### config.mk
export PLATFORM = sky130hd
export DESIGN_NAME = serial_add_ctrl
export DESIGN_NICKNAME = d
export VERILOG_FILES = /design/src/rtl/serial_add_ctrl.sv
export SDC_FILE = /design/constraint.sdc
export NUM_CORES = 1
export LEC_CHECK = 0
export BUFFER_PORTS_ARGS = -buffer_cell sky130_fd_sc_hd__buf_2
export CAP_MARGIN = 20
export CORE_ASPECT_RATIO = 0.5
export CORE_MARGIN = 5
export CORE_UTILIZATION = 41
export CTS_CLUSTER_DIAMETER = 40
export DETAILED_ROUTE_END_ITERATION = 7
export GPL_ROUTABILITY_DRIVEN = 0
export PLACE_DENSITY_LB_ADDON = 0.08
export SYNTH_ARGS = -nofsm -noshare
export SYNTH_HDL_FRONTEND = slang
export SYNTH_SLANG_ARGS = --single-unit
### constraint.sdc
create_clock -name clk -period 2.4 [get_ports clk]
set_input_delay 0.12 -clock clk [delete_from_list [all_inputs] [get_ports clk]]
set_output_delay 0.12 -clock clk [all_outputs]
set_load 0.02 [all_outputs]
### src/rtl/serial_add_ctrl.sv
// serial_add_ctrl: bit-serial adder that time-shares one full-adder cell over WIDTH cycles, LSB first.
// The cell is built from two half adders and an OR that merges their carries.
module serial_add_ha (
    input  logic a,
    input  logic b,
    output logic s,
    output logic c
);
    assign s = a ^ b;
    assign c = a & b;
endmodule

module serial_add_ctrl #(
    parameter int WIDTH = 8
) (
    input  logic             clk,
    input  logic             rst,
    input  logic             start,
    input  logic [WIDTH-1:0] A,
    input  logic [WIDTH-1:0] B,
    input  logic             CIN,
    output logic             busy,
    output logic             done,
    output logic [WIDTH-1:0] SUM,
    output logic             COUT
);
    localparam int CW = $clog2(WIDTH + 1);
    typedef enum logic [1:0] {IDLE, SHIFT, DONE} state_t;
    state_t           state;
    logic [WIDTH-1:0] opa, opb;
    // acc[0] would only ever be shifted out unread, so the register starts at bit 1
    logic [WIDTH-1:1] acc;
    logic             cy;
    logic [CW-1:0]    cnt;
    logic             p, g, s, t, c;
    serial_add_ha h0 (.a(opa[0]), .b(opb[0]), .s(p), .c(g));
    serial_add_ha h1 (.a(p),      .b(cy),     .s(s), .c(t));
    assign c = g | t;
    always_ff @(posedge clk) begin
        if (rst) begin
            state <= IDLE;
            busy  <= 1'b0;
            done  <= 1'b0;
            SUM   <= '0;
            COUT  <= 1'b0;
            opa   <= '0;
            opb   <= '0;
            acc   <= '0;
            cy    <= 1'b0;
            cnt   <= '0;
        end else begin
            case (state)
                IDLE: begin
                    done <= 1'b0;
                    busy <= start;
                    if (start) begin
                        opa   <= A;
                        opb   <= B;
                        cy    <= CIN;
                        cnt   <= '0;
                        acc   <= '0;
                        state <= SHIFT;
                    end
                end
                SHIFT: begin
                    acc <= {s, acc[WIDTH-1:2]};
                    opa <= {1'b0, opa[WIDTH-1:1]};
                    opb <= {1'b0, opb[WIDTH-1:1]};
                    cy  <= c;
                    cnt <= cnt + 1'b1;
                    if (cnt == CW'(WIDTH - 1)) begin
                        SUM   <= {s, acc[WIDTH-1:1]};
                        COUT  <= c;
                        done  <= 1'b1;
                        state <= DONE;
                    end
                end
                default: begin
                    done  <= 1'b0;
                    busy  <= 1'b0;
                    state <= IDLE;
                end
            endcase
        end
    end
endmodule
==> flow_summary.ini <==
[power]
p_leak_nw = 0.7427
powerDensity_mw_per_mm2 = 672.9
total_power_w = 0.001311
max-vdd-ir-drop_uv = 290.7

[run_status]
status = complete, no violations

[global_routing]
antenna_found_initial = 0
grt_max_degree = 42
grt_pass1_wl_um = 6665
globalRouteOverflowTotal = 0
grt_pass1_vias = 1452
grt_use_total = 0.1460

[logic_synthesis]
synth_seq_cells = 41
synth_warnings = 0
synth_common_cells = dfxtp_1 (41), nor2_1 (36), nand3_1 (11)
netlist_area_mm2 = 0.001739
avgSynthCellArea_um2 = 9.202
ys_seq_area_frac = 0.4719
synth_fp_nets = 211
ys.flop_type = dfxtp_1
yosysMostFrequentCell = dfxtp_1
synth_async_sr_flop_share = 0
postSynthCellCount = 189
ys_top_cells_by_area = dfxtp_1 (47%), nor2_1 (7.8%), a211oi_2 (7.2%), a22oi_1 (4.3%), o2bb2ai_1 (4.0%)
synth_edf_count = 0
yosysTopAreaCellShare = 0.4719
synth_largest_area_cell = dfxtp_1
synth_cell_types = 33

[place]
port_buffers = 30
dp_hpwl_um = 2449
dp_slack_ns = 0.9474
place_area_mm2 = 0.001866

[worst_setup_path]
critical_path.max_fanout = 16
cp.required_ns = 2.60
worstPathArrival_ns = 1.70
worstSetupPathType = reg2reg
end_kind = flip-flop
startpoint_type = flip-flop

[clock_network]
clk_latency_ns = 0.29
ctsRootBufferMaster = clkbuf_8
cts_resized = 0
path_clk_slew_ns = 0.08
clockBufferDepth = 2
cts_inserted_buffers = 5
clkSinkCount = 41
htreeDepth = 2
tritoncts = done
hold_buffers = 0
post_cts_buffers = 0

[detailed_routing]
drt_iter0_drc = 88
drc_errors = 0
vias_per_cell = 5.479
vias = 1452
wl_per_cell_um = 14.43
routed_wl_um = 3825
firstDrtPassIters = 4
ant_nets = 0

[timing]
fin_setup_tns_ns = 0
rsz0062_at_grt = false
clock.fmax_mhz = 667.8
drv_slew = 0
post-route-period-util = 0.6240
finalSetupViolCount = 0
fin_ws_ns = 0.9025
hold_viol = 0
max_slew_margin = 0.4381
fin_crit_ns = 1.498
worstMarginPinSlew_ns = 0.8428
finalClockSkew_ns = 0.006367

[cells_and_area]
design_area_mm2 = 0.001948
drive_gt1_frac = 0.2417
area_growth_pct = 12.01
diodes = 0
layout.area.seq_um2 = 820.8
fillers = 405
multi_input_area_um2 = 812.0
fin_nets = 232

[die]
rows = 16
fp.coreArea_mm2 = 0.004004
die-height_um = 56.06
dieArea_mm2 = 0.005724
die_w_um = 102.1
io_pins = 31
start_util = 0.4344

[job]
cap_violations = 0

[min_path]
hp-class = in2reg
[metrics by stage]
step / hold slack, ns / utilization / std cells
2_1_floorplan: 0.2098 / - / 189
3_5_place_dp: 0.3671 / 0.4659 / 257
4_1_cts: 0.05760 / 0.4866 / 265
3_3_place_gp: 0.3605 / 0.4659 / 257
5_1_grt: 0.08045 / 0.4866 / 265
6_report: 0.06134 / 0.4866 / 265
[cell type report]
type,count,area share
clock buffers,6,0.03725
clock inverters,2,0.005138
inverters,2,0.003854
multi-input cells,129,0.4168
flip-flops and latches,41,0.4213
well taps,54,0.03468
repair buffers,31,0.08092
[metal layers]
layer | vias up | track usage | part of all wire
li1 | 726 | - | -
met1 | 690 | 0.1961 | 0.49
met2 | 28 | 0.2179 | 0.44
met3 | 8 | 0.04631 | 0.059
met4 | 0 | 0.05421 | 0.015
met5 | - | 0 | 0
[cells in the final DEF (no fill, tap or decap), types with 2 or more instances in the layout]
| cell | Yosys | routed |
|---|---|---|
| a211oi_1 | 6 | 6 |
| clkbuf_8 | 0 | 5 |
| o2bb2ai_1 | 8 | 8 |
| nor2_1 | 36 | 36 |
| a21oi_1 | 10 | 10 |
| buf_2 | 7 | 30 |
| dfxtp_1 | 41 | 41 |
| nand3_1 | 11 | 11 |
| nand2_1 | 5 | 5 |
| clkinv_2 | 0 | 2 |
| nor3_1 | 2 | 2 |
| nand2b_1 | 2 | 2 |
| a211oi_2 | 10 | 10 |
| o22ai_1 | 7 | 7 |
| a22oi_1 | 10 | 10 |
| o21ai_0 | 9 | 9 |
[sequential cells by signal, indices dropped and copies added (netlist names)]
| signal | count |
|---|---|
| done | 1 |
| SUM | 8 |
| opa | 8 |
| opb | 8 |
| busy | 1 |
| acc | 7 |
| cnt | 4 |
| state | 2 |
| cy | 1 |
| COUT | 1 |
[power breakdown]
part | leakage [nW] | switching (W) | internal [W] | total [W]
sequential | 0.335 | 0.0000187 | 0.000711 | 0.000729
clock | 0.0450 | 0.000232 | 0.000202 | 0.000434
combinational | 0.362 | 0.0000883 | 0.0000599 | 0.000148
[cell families (layout without fill, tap and decap cells)]
| family | count (synthesis) | count (layout) | share of synthesized area |
|---|---|---|---|
| muxes | 1 | 1 | 0.005756 |
| buffers and inverters | 19 | 41 | 0.06114 |
| DFF | 41 | 41 | 0.4719 |
| and+or+nand+nor | 61 | 61 | 0.1547 |
| adders and majority gates | 2 | 2 | 0.01870 |
| AOI/OAI and AO/OA | 65 | 65 | 0.2878 |
[critical path, stage by stage, from the launching register on]
cell      delay, ns
dfxtp_1        0.42
buf_4          0.25
nand2b_1       0.33
o22ai_1        0.14
a211oi_1       0.27
[final timing paths]
| kind | start | endpoint | slack (ns) | depth (start not counted) |
|---|---|---|---|---|
| min reg2reg | busy$_SDFFE_PP0N_ | busy$_SDFFE_PP0N_ | 0.48 | 2 |
| max | state[0]$_SDFFE_PP0P_ | opb[3]$_SDFFE_PP0P_ | 0.90 | 4 |
| max reg2reg | state[0]$_SDFFE_PP0P_ | opb[3]$_SDFFE_PP0P_ | 0.90 | 4 |
| min | A[7] | opa[7]$_SDFFE_PP0P_ | 0.06 | 3 |
Note: power is estimated with default switching activity, not from simulation.
